$ cat config.mk
export PLATFORM = sky130hd
export DESIGN_NAME = fir_l3_stream_ctrl
export DESIGN_NICKNAME = d
export VERILOG_FILES = /design/src/rtl/fir_l3_pkg.sv /design/src/rtl/fir_l3_obuf.sv /design/src/rtl/fir_l3_stream_ctrl.sv
export SDC_FILE = /design/constraint.sdc
export NUM_CORES = 1
export LEC_CHECK = 0
export BUFFER_PORTS_ARGS = -buffer_cell sky130_fd_sc_hd__buf_4
export CORE_MARGIN = 5
export CORE_UTILIZATION = 50
export DETAILED_ROUTE_END_ITERATION = 8
export HOLD_SLACK_MARGIN = 0.05
export PLACE_DENSITY = 0.69
export SLEW_MARGIN = 30
export SYNTH_ARGS = -nofsm -noshare
export SYNTH_HDL_FRONTEND = slang
export SYNTH_SLANG_ARGS = --single-unit
$ cat constraint.sdc
create_clock -name clk -period 25.4 [get_ports clk]
set_input_delay 3.81 -clock clk [delete_from_list [all_inputs] [get_ports clk]]
set_output_delay 3.81 -clock clk [all_outputs]
set_load 0.02 [all_outputs]
$ cat src/rtl/fir_l3_pkg.sv
// Shared types for the 3-lane FIR stream controller.
package fir_l3_pkg;
    localparam int L     = 3;
    localparam int IN_W  = 16;
    localparam int OUT_W = 64;

    typedef logic [1:0] lane_cnt_t;

    typedef enum logic {
        COLLECT = 1'b0,
        DRAIN   = 1'b1
    } state_t;

    // lane[0] is lane 1 (oldest sample); tag is the number of real lanes.
    typedef struct packed {
        lane_cnt_t                tag;
        logic [L-1:0][OUT_W-1:0]  lane;
    } obuf_entry_t;
endpackage

$ cat src/rtl/fir_l3_obuf.sv
// Synchronous FIFO of 3-lane FIR result entries with occupancy and free-space outputs.
module fir_l3_obuf
    import fir_l3_pkg::*;
#(
    parameter int DEPTH = 4
) (
    input  logic                       clk,
    input  logic                       rst_n,
    input  logic                       push,
    input  obuf_entry_t                push_data,
    input  logic                       pop,
    output obuf_entry_t                head,
    output logic [$clog2(DEPTH):0]     count,
    output logic [$clog2(DEPTH):0]     free
);
    localparam int AW = $clog2(DEPTH);

    obuf_entry_t         mem_q [DEPTH];
    logic [AW-1:0]       wr_ptr_q, wr_ptr_d, rd_ptr_q, rd_ptr_d;
    logic [AW:0]         count_q, count_d;
    logic                push_ok, pop_ok;

    always_comb begin
        push_ok  = push && (count_q != (AW+1)'(DEPTH));
        pop_ok   = pop && (count_q != '0);
        wr_ptr_d = wr_ptr_q + AW'(push_ok);
        rd_ptr_d = rd_ptr_q + AW'(pop_ok);
        count_d  = count_q + (AW+1)'(push_ok) - (AW+1)'(pop_ok);
    end

    always_ff @(posedge clk or negedge rst_n) begin
        if (!rst_n) begin
            wr_ptr_q <= '0;
            rd_ptr_q <= '0;
            count_q  <= '0;
        end else begin
            wr_ptr_q <= wr_ptr_d;
            rd_ptr_q <= rd_ptr_d;
            count_q  <= count_d;
        end
    end

    // Payload storage needs no reset; the pointers define what is valid.
    always_ff @(posedge clk) begin
        if (push_ok) begin
            mem_q[wr_ptr_q] <= push_data;
        end
    end

    assign head  = mem_q[rd_ptr_q];
    assign count = count_q;
    assign free  = (AW+1)'(DEPTH) - count_q;
endmodule

$ cat src/rtl/fir_l3_stream_ctrl.sv
// Serial-to-3-lane sequencer for the pipelined FIR: packs samples into beats, tracks
// which pipeline beats carry real samples, buffers results and re-serialises them.
module fir_l3_stream_ctrl
    import fir_l3_pkg::*;
#(
    parameter int DATA_IN_WIDTH  = IN_W,
    parameter int DATA_OUT_WIDTH = OUT_W,
    parameter int FIR_LATENCY    = 4,
    parameter int OBUF_BEATS     = 4
) (
    input  logic                      clk,
    input  logic                      reset_n,
    input  logic                      s_valid,
    output logic                      s_ready,
    input  logic [DATA_IN_WIDTH-1:0]  s_data,
    input  logic                      flush,
    output logic                      fir_ce,
    output logic [DATA_IN_WIDTH-1:0]  fir_data_1,
    output logic [DATA_IN_WIDTH-1:0]  fir_data_2,
    output logic [DATA_IN_WIDTH-1:0]  fir_data_3,
    input  logic [DATA_OUT_WIDTH-1:0] fir_out_1,
    input  logic [DATA_OUT_WIDTH-1:0] fir_out_2,
    input  logic [DATA_OUT_WIDTH-1:0] fir_out_3,
    output logic                      m_valid,
    input  logic                      m_ready,
    output logic [DATA_OUT_WIDTH-1:0] m_data,
    output logic                      busy,
    output logic                      flush_done,
    output logic                      dbg_state
);
    localparam int CW  = $clog2(OBUF_BEATS) + 1;
    localparam int DCW = $clog2(FIR_LATENCY + 1);

    state_t                    state_q, state_d;
    lane_cnt_t                 lane_cnt_q, lane_cnt_d, ce_tag_q, ce_tag_d, lane_idx_q, lane_idx_d;
    lane_cnt_t                 tag_q [FIR_LATENCY];
    lane_cnt_t                 tag_d [FIR_LATENCY];
    logic [DATA_IN_WIDTH-1:0]  grp_q [L];
    logic [DATA_IN_WIDTH-1:0]  grp_d [L];
    logic [DATA_IN_WIDTH-1:0]  beat_q [L];
    logic [DATA_IN_WIDTH-1:0]  beat_d [L];
    logic [DCW-1:0]            drain_cnt_q, drain_cnt_d;
    logic                      fir_ce_q, fir_ce_d, ce_dly_q, ce_dly_d;
    logic                      flush_done_q, flush_done_d, m_valid_q, m_valid_d;
    logic [DATA_OUT_WIDTH-1:0] m_data_q, m_data_d;

    logic                      issue, accept, can_issue, pending_push, push, pop;
    obuf_entry_t               push_entry, ob_head;
    logic [CW-1:0]             ob_count, ob_free;

    fir_l3_obuf #(.DEPTH(OBUF_BEATS)) u_obuf (
        .clk       (clk),
        .rst_n     (reset_n),
        .push      (push),
        .push_data (push_entry),
        .pop       (pop),
        .head      (ob_head),
        .count     (ob_count),
        .free      (ob_free)
    );

    // One beat in flight at a time: while fir_ce_q is high its push is not yet known,
    // and in the following cycle the push is counted as pending against free space.
    always_comb begin
        pending_push = ce_dly_q && (tag_q[FIR_LATENCY-1] != '0);
        can_issue    = !fir_ce_q && (ob_free > CW'(pending_push));
        issue        = 1'b0;
        s_ready      = 1'b0;
        state_d      = state_q;
        drain_cnt_d  = drain_cnt_q;
        flush_done_d = 1'b0;
        case (state_q)
            COLLECT: begin
                issue   = (lane_cnt_q == 2'd3) && can_issue;
                s_ready = (lane_cnt_q != 2'd3) || issue;
                if (flush) begin
                    state_d     = DRAIN;
                    drain_cnt_d = DCW'(FIR_LATENCY);
                end
            end
            DRAIN: begin
                if (drain_cnt_q != '0) begin
                    issue = can_issue;
                    if (issue) begin
                        drain_cnt_d = drain_cnt_q - 1'b1;
                    end
                end else if (!fir_ce_q && !ce_dly_q) begin
                    flush_done_d = 1'b1;
                    state_d      = COLLECT;
                end
            end
            default: state_d = COLLECT;
        endcase
        accept = s_valid && s_ready;
    end

    // Group assembly and beat issue; unused lanes of a partial beat go out as zero.
    always_comb begin
        lane_cnt_d = lane_cnt_q;
        grp_d      = grp_q;
        beat_d     = beat_q;
        ce_tag_d   = ce_tag_q;
        fir_ce_d   = issue;
        if (issue) begin
            ce_tag_d   = lane_cnt_q;
            lane_cnt_d = '0;
            for (int i = 0; i < L; i++) begin
                beat_d[i] = (lane_cnt_t'(i) < lane_cnt_q) ? grp_q[i] : '0;
            end
        end
        if (accept) begin
            if (issue) begin
                grp_d[0]   = s_data;
                lane_cnt_d = 2'd1;
            end else begin
                for (int i = 0; i < L; i++) begin
                    if (lane_cnt_q == lane_cnt_t'(i)) begin
                        grp_d[i] = s_data;
                    end
                end
                lane_cnt_d = lane_cnt_q + 2'd1;
            end
        end
    end

    always_comb begin
        ce_dly_d = fir_ce_q;
        tag_d    = tag_q;
        if (fir_ce_q) begin
            tag_d[0] = ce_tag_q;
            for (int i = 1; i < FIR_LATENCY; i++) begin
                tag_d[i] = tag_q[i-1];
            end
        end
        push               = ce_dly_q && (tag_q[FIR_LATENCY-1] != '0);
        push_entry.tag     = tag_q[FIR_LATENCY-1];
        push_entry.lane[0] = fir_out_1;
        push_entry.lane[1] = fir_out_2;
        push_entry.lane[2] = fir_out_3;
    end

    // Serialiser: the output register reloads whenever it is empty or being taken.
    always_comb begin
        pop        = 1'b0;
        m_valid_d  = m_valid_q;
        m_data_d   = m_data_q;
        lane_idx_d = lane_idx_q;
        if (!m_valid_q || m_ready) begin
            m_valid_d = (ob_count != '0);
            if (ob_count != '0) begin
                for (int i = 0; i < L; i++) begin
                    if (lane_idx_q == lane_cnt_t'(i)) begin
                        m_data_d = ob_head.lane[i];
                    end
                end
                if (lane_cnt_t'(lane_idx_q + 2'd1) == ob_head.tag) begin
                    pop        = 1'b1;
                    lane_idx_d = '0;
                end else begin
                    lane_idx_d = lane_idx_q + 2'd1;
                end
            end
        end
    end

    always_ff @(posedge clk or negedge reset_n) begin
        if (!reset_n) begin
            state_q      <= COLLECT;
            lane_cnt_q   <= '0;
            ce_tag_q     <= '0;
            lane_idx_q   <= '0;
            tag_q        <= '{default: '0};
            grp_q        <= '{default: '0};
            beat_q       <= '{default: '0};
            drain_cnt_q  <= '0;
            fir_ce_q     <= 1'b0;
            ce_dly_q     <= 1'b0;
            flush_done_q <= 1'b0;
            m_valid_q    <= 1'b0;
            m_data_q     <= '0;
        end else begin
            state_q      <= state_d;
            lane_cnt_q   <= lane_cnt_d;
            ce_tag_q     <= ce_tag_d;
            lane_idx_q   <= lane_idx_d;
            tag_q        <= tag_d;
            grp_q        <= grp_d;
            beat_q       <= beat_d;
            drain_cnt_q  <= drain_cnt_d;
            fir_ce_q     <= fir_ce_d;
            ce_dly_q     <= ce_dly_d;
            flush_done_q <= flush_done_d;
            m_valid_q    <= m_valid_d;
            m_data_q     <= m_data_d;
        end
    end

    assign fir_ce     = fir_ce_q;
    assign fir_data_1 = beat_q[0];
    assign fir_data_2 = beat_q[1];
    assign fir_data_3 = beat_q[2];
    assign m_valid    = m_valid_q;
    assign m_data     = m_data_q;
    assign flush_done = flush_done_q;
    assign busy       = (state_q == DRAIN) || (ob_count != '0) || m_valid_q;
    assign dbg_state  = logic'(state_q);
endmodule

==> key figures, run 1 <==
CTS
  • Post-CTS sizing: 0
  • Clk slew on worst S/H paths: 60 ps
  • Worst skew pair latency: 630 ps
  • H-tree depth: 3
  • Root Buffer: clkbuf_16
  • Post-CTS setup buffer count: 0
  • Max Root-Sink Buffers: 3
  • Cts bufs inserted: 98
  • CTS Hold Buffers Added: 0
  • Clock sinks: 965
  • CTS tree: done

Worst hold path
  • Min-delay src: m_data[26]$_DFFE_PN0P_
  • WHS Path Cells: 2
  • Hold crit path type: flip-flop to flip-flop
  • Hold EP: m_data[26]$_DFFE_PN0P_

Timing
  • Max-Slew Margin vs Limit: 33.4%
  • Fin. max-slew vios: 0
  • Final setup TNS: 0 ps
  • Final setup fails: 0
  • RSZ-0062 raised after global routing: no
  • Fin crit share: 26.2%
  • Max Clock Skew: 16.5 ps
  • Final hold violation count: 0
  • Tightest Pin Transition: 999 ps
  • Min Hold Slack: 478 ps
  • Achievable frequency: 150 MHz
  • Tmin final: 6660 ps

Detailed routing
  • Total number of vias: 18208
  • Drt first pass iters: 5
  • Vias per cell: 5.52
  • Final wirelength: 77000 µm
  • Starting DRT DRC Count: 1255
  • Drt drc: 0
  • Routed length per placed instance: 23.3 µm
  • Final ANT Viol Nets: 0

Setup path
  • CP max FO: 6
  • Startpoint Class: flip-flop
  • CP bufs+invs: 2
  • Worst Reg2Reg Path Length in Cells: 7
  • CP Data Required Time: 21590 ps
  • Crit-path max cell delay: 480 ps
  • Critical path class: flip-flop to primary output
  • Worst R2R End: u_obuf.mem_q[3][28]$_DFFE_PP_
  • Slowest cell on crit path: o21ai_0
  • CP delay by family, top: compound AO/OA/AOI/OAI gates
  • Worst Setup End Kind: primary output
  • WP data arrival: 2850 ps
  • FF-to-FF setup slack: 21650 ps
  • Reg2reg start: u_obuf.count[1]$_DFF_PN0_
  • Worst path cell trace: o21ai_0 > inv_1 > ha_1 > or2_1 > a31o_1 > and2_4 > nor2_1 > buf_4

Yosys
  • Avg Inst Size Synth: 19.5 µm²
  • Number of synthesized flops with an enable pin: 776
  • Post-synthesis register bit count: 965
  • Yosys warning total: 0
  • Sequential area share after synthesis: 76.6%
  • Primary FF master, synth: edfxtp_1
  • Synthesized cell area: 0.0366 mm²
  • Synthesized instance count: 1881
  • Number of distinct library cells after synthesis: 42
  • Post-synth ARST share: 19.6%
  • Syn_nets: 2110

Floorplan
  • Core area: 0.0728 mm²
  • IO Count: 331
  • Die width: 281 µm
  • Starting Density: 50.2%
  • Rows: 99
  • Die area: 0.0787 mm²
  • Die Y: 281 µm

Pwr
  • Max VDD drop: 74.2 µV
  • Static Leak: 15.6 nW
  • PwrDens: 111 mW/mm²

Job
  • Max cap viols: 0

Final layout
  • Cell area after layout: 0.0437 mm²
  • Filler instances: 5271
  • Area Overhead vs Synth: 19.4%
  • Non-Filler Instances: 3298
  • Nets: 2463
  • Fraction of layout instances using a drive strength above 1: 32.8%
  • Final core utilization: 60.0%

Global route
  • Tot GR Track Use: 19.5%
  • Initial antenna violation count: 27
  • Number of global-route vias before repair: 19712
  • GRT overflow: 0
  • Largest net degree at the start of global routing: 134
  • First-pass GRT wire length: 117000 µm

Place
  • IO buf count: 330
  • Area after DPL: 0.0402 mm²
  • Placer Congestion: 0.779
  • Placed Instances: 3093
  • HPWL reported at the end of detailed placement: 45000 µm

Outcome
  • Status: completed
==> worst reg2reg max path, cell delays in order (launching register included) <==
cell     delay [ps]
dfrtp_1         330
inv_1            90
ha_1            210
ha_1            250
nor2_1          330
and3_4          670
buf_4           720
buf_6           710
==> synth_stat cells, types with 2 or more instances <==
| master | count | share of area, % |
|---|---|---|
| xnor2_1 | 9 | 0.22 |
| ha_1 | 15 | 0.51 |
| nor2b_1 | 2 | 0.034 |
| buf_2 | 28 | 0.38 |
| nand2_1 | 156 | 1.6 |
| mux2i_1 | 70 | 1.9 |
| mux2_2 | 46 | 1.4 |
| mux4_2 | 192 | 12 |
| clkbuf_1 | 51 | 0.52 |
| dfrtp_1 | 189 | 13 |
| nor2_1 | 73 | 0.75 |
| edfxtp_1 | 776 | 64 |
| mux2_1 | 10 | 0.31 |
| buf_1 | 9 | 0.092 |
| nor3_1 | 2 | 0.027 |
| inv_1 | 13 | 0.13 |
| nand2b_1 | 19 | 0.32 |
| o21ai_0 | 118 | 1.6 |
| xor2_1 | 2 | 0.048 |
| buf_4 | 12 | 0.25 |
| a21oi_1 | 67 | 0.92 |
| nand3_1 | 2 | 0.027 |
==> routing by layer <==
| layer | global-route usage, % | vias to the layer above | share of wire (%) |
|---|---|---|---|
| met4 | 7.08 | 18 | 2.5 |
| met2 | 33.0 | 451 | 52 |
| met5 | 0 | - | 0.14 |
| li1 | - | 8115 | - |
| met1 | 24.6 | 9486 | 39 |
| met3 | 5.28 | 138 | 6.7 |
==> cells in the final DEF, fill, tap and decap left out, types with 14 or more instances in the layout <==
master / count
edfxtp_1: 776
buf_4: 341
mux4_2: 192
dfrtp_1: 187
nand2_1: 156
o21ai_0: 118
clkbuf_16: 100
nor2_1: 72
mux2i_1: 70
a21oi_1: 67
mux2_2: 46
clkbuf_1: 25
diode_2: 19
nand2b_1: 19
clkbuf_8: 19
clkinv_2: 16
bufinv_16: 14
==> kinds of logic (layout without fill, tap and decap cells) <==
| kind of cell | count (synthesis) | after routing | synth area share [%] |
|---|---|---|---|
| muxes | 318 | 318 | 15.5 |
| adders and majority gates | 16 | 16 | 0.568 |
| and+or+nand+nor | 265 | 265 | 3.04 |
| buffers and inverters | 114 | 553 | 1.41 |
| xor gates and xnor gates | 11 | 11 | 0.263 |
| DFF | 965 | 965 | 76.6 |
| other | 0 | 19 | 0 |
| AOI/OAI and AO/OA | 192 | 192 | 2.67 |
==> flip-flops by register name (all words and copies together), names as in the netlist, 2 cells and up <==
signal / count
lane_idx_q: 2
ce_tag_q: 2
drain_cnt_q: 3
fir_data_1: 16
tag_q: 6
u_obuf.count: 3
u_obuf.rd_ptr_q: 2
push_entry: 2
fir_data_3: 16
fir_data_2: 16
u_obuf.mem_q: 776
m_data: 64
lane_cnt_q: 2
grp_q: 48
u_obuf.wr_ptr_q: 2
==> final cells by class <==
type / count / area (µm²) / share of cell area, %
antenna: 19 / 47.5 / 0.109
clock buffer: 143 / 2840 / 6.51
clock inverter: 43 / 606 / 1.39
inverter: 13 / 48.8 / 0.112
multi-input combinational: 802 / 8110 / 18.6
sequential: 965 / 28000 / 64.2
tap: 959 / 1200 / 2.75
timing repair buffer: 354 / 2790 / 6.38
==> worst max path at each step <==
stage | startpoint | endpoint | slack [ps] | cells after the start
after global routing | push_entry[193]$_DFFE_PN0P_ | s_ready | 18570 | 8
after global placement | reset_n | u_obuf.rd_ptr_q[0]$_DFF_PN0_ | 19210 | 3
after CTS | push_entry[193]$_DFFE_PN0P_ | s_ready | 18680 | 8
after detailed placement | reset_n | u_obuf.rd_ptr_q[0]$_DFF_PN0_ | 19080 | 3
final | push_entry[193]$_DFFE_PN0P_ | s_ready | 18740 | 8
after floorplan | u_obuf.count[0]$_DFF_PN0_ | u_obuf.mem_q[1][0]$_DFFE_PP_ | 3500 | 4
==> metrics by stage <==
stage	worst slack, ps	total power [mW]
after floorplan	3500	3.02
after global placement	19210	3.37
after detailed placement	19080	3.41
after CTS	18680	4.93
after global routing	18570	5.11
final	18740	4.86
==> report_power, final <==
part	switching [mW]	internal (mW)	total (mW)
Clock	0.584	0.921	1.51
Combinational	0.714	0.589	1.30
Sequential	0.131	1.92	2.05
Power figures use the tool's default switching activity.
==> run 2: changes to the inputs <==
Settings changed: PLACE_DENSITY 0.69 to 0.72.
Clock period 25.4 ns to 5.8 ns, I/O delays scaled along.
==> run 2 against run 1 <==
Total power increased to 4.3 times the previous value. Critical path depth did not move. Sequential share of layout area increased by 0.27 points. Count of clock-buffer cells in the layout is 6 lower. Sequential power increased to 4.4 times the previous value.
==> key figures, run 2 (same netlist as run 1, synthesis figures left out) <==
CTS
  • Post-CTS sizing: 0 (unchanged)
  • H-tree depth: 3 (unchanged)
  • CTS Hold Buffers Added: 0 (unchanged)
  • Worst skew pair latency: 650 ps (+20 ps)
  • Clock sinks: 965 (unchanged)
  • Cts bufs inserted: 96 (-2.0%)
  • Root Buffer: clkbuf_16
  • Clk slew on worst S/H paths: 60 ps (about the same)
  • CTS tree: done
  • Max Root-Sink Buffers: 3 (unchanged)
  • Post-CTS setup buffer count: 0 (unchanged)

Final layout
  • Top reg by flops: u_obuf.mem_q
  • Area Overhead vs Synth: 18.9%
  • Non-Filler Instances: 3292 (-0.18%)
  • Final core utilization: 59.7% (-0.25 points)
  • Most frequent cells in the layout: 776 x edfxtp_1, 344 x buf_4, 192 x mux4_2, 187 x dfrtp_1, 156 x nand2_1
  • Nets: 2462 (-0.041%)
  • Largest register FFs: 776 (unchanged)
  • Fraction of layout instances using a drive strength above 1: 32.8% (about the same)
  • Most common cell after layout, fill and taps aside: edfxtp_1

Timing
  • Tmin final: 3810 ps
  • Max-Slew Margin vs Limit: 41.4% (+7.9 points)
  • Final setup fails: 0 (unchanged)
  • RSZ-0062 raised after global routing: no
  • Final hold violation count: 0 (unchanged)
  • Min Hold Slack: 299 ps (-179 ps)
  • Max Clock Skew: 39.5 ps (+23.0 ps)
  • Achievable frequency: 263 MHz
  • Fin crit share: 65.7%
  • Final setup TNS: 0 ps (unchanged)
  • Tightest Pin Transition: 880 ps (-119 ps)
  • Fin. max-slew vios: 0 (unchanged)

Setup path
  • Startpoint Class: flip-flop
  • FF-to-FF setup slack: 2560 ps (-19090 ps)
  • Worst Setup End Kind: primary output
  • Critical path class: flip-flop to primary output
  • CP Data Required Time: 4930 ps (-16660 ps)
  • WP data arrival: 2940 ps (+90 ps)
  • CP max FO: 6 (unchanged)
  • Worst Reg2Reg Path Length in Cells: 8 (+1)

Place
  • IO buf count: 330 (unchanged)
  • Placed Instances: 3093 (unchanged)
  • Placer Congestion: 0.773 (-0.85%)
  • HPWL reported at the end of detailed placement: 45600 µm (+1.4%)

Detailed routing
  • Drt drc: 0 (unchanged)
  • Final ANT Viol Nets: 0 (unchanged)
  • Starting DRT DRC Count: 1423 (+13%)
  • Final wirelength: 77300 µm (+0.45%)
  • Met2 wire len: 39500 µm (-0.81%)
  • M1 WL: 29900 µm (-0.16%)
  • Top sig layer: met5
  • Met3 wire len: 5870 µm (+14%)
  • Drt first pass iters: 5 (unchanged)
  • Routed length per placed instance: 23.5 µm (+0.63%)
  • Total number of vias: 18195 (-0.071%)
  • Vias per cell: 5.53 (+0.11%)

Pwr
  • Clock power share: 29.7% (-1.3 points)
  • Static Leak: 15.5 nW (-0.69%)
  • Max VDD drop: 346 µV (+370%)
  • Part of the power in combinational logic: 27.4% (+0.6 points)
  • Net switching power: 6.24 mW (+340%)
  • Internal power: 14.6 mW (+330%)
  • Sw Share: 29.9% (+0.47 points)
  • PwrDens: 480 mW/mm² (+330%)
  • Portion of total power attributed to sequential cells: 43.0% (+0.8 points)

Outcome
  • Status: completed

Floorplan
  • Starting Density: 50.2% (unchanged)
  • IO Count: 331 (unchanged)
  • Core area: 0.0728 mm² (unchanged)
  • Rows: 99 (unchanged)
  • Die width: 281 µm (unchanged)
  • Die area: 0.0787 mm² (unchanged)
  • Die Y: 281 µm (unchanged)

Global route
  • Tot GR Track Use: 19.7% (+0.20 points)
  • GRT overflow: 0 (unchanged)
  • Number of global-route vias before repair: 20007 (+1.5%)
  • Largest net degree at the start of global routing: 116 (-13%)
  • Initial antenna violation count: 27 (unchanged)
  • First-pass GRT wire length: 119000 µm (+1.2%)

Worst hold path
  • Hold crit path type: input pin to asynchronous set/reset pin

Job
  • Max cap viols: 0 (unchanged)
[run 2: changes by cell type in the layout (fill, tap and decap cells not counted), moves of 3 or more]
cell and delta:
clkbuf_8 -4, buf_4 +3, buf_6 -4, bufinv_16 -8, clkinv_4 +3
[run 2: metal layers]
layer,track usage (%),vias to the layer above
li1,-,8114
met1,24.5,9465
met2,33.7,469
met3,5.86,127
met4,6.38,20
met5,0,-
[run 2: layout make-up]
type	instances	area [µm²]
Antenna cell	18	45.0
Clock buffer	137	2780
Clock inverter	43	437
Fill cell	5252	29300
Inverter	13	48.8
Multi-Input combinational cell	802	8140
Sequential cell	965	28000
Tap cell	959	1200
Timing Repair Buffer	355	2800
[run 2: stage by stage]
step	total power [mW]	worst slack (ps)	cell area, µm²
global route	21.9	1850	43500
global placement	14.8	2690	40200
floorplan	13.1	-1530	36700
detailed placement	14.9	2600	40200
finish	20.9	1990	43500
CTS	21.1	1930	43400
[run 2: path summary, 6_finish.rpt]
| path | start | endpoint |
|---|---|---|
| setup / recovery | push_entry[193]$_DFFE_PN0P_ | s_ready |
| hold / removal | reset_n | fir_data_3[4]$_DFFE_PN0P_ |
| setup reg to reg | push_entry[193]$_DFFE_PN0P_ | grp_q[44]$_DFFE_PN0P_ |
| hold reg to reg | ce_dly_q$_DFF_PN0_ | flush_done$_DFF_PN0_ |
| max in group asynchronous | reset_n | u_obuf.rd_ptr_q[1]$_DFF_PN0_ |
| min in group clk | fir_out_2[32] | u_obuf.mem_q[3][96]$_DFFE_PP_ |
[run 2: worst max-delay path: stages (launching register included)]
cell and delay [ps]:
dfrtp_1 440, o21ai_1 500, inv_1 100, ha_1 290, or2_1 230, a31o_1 260
and2_4 180, nor2_1 140, buf_4 170
[run 2: power by group through the flow]
stage	registers (mW)	logic [mW]	clock network, mW
floorplan	9.21	3.89	0
finish	8.96	5.71	6.19
global placement	9.06	5.69	0
detailed placement	9.11	5.78	0
CTS	8.98	5.81	6.33
global route	9.06	6.25	6.64
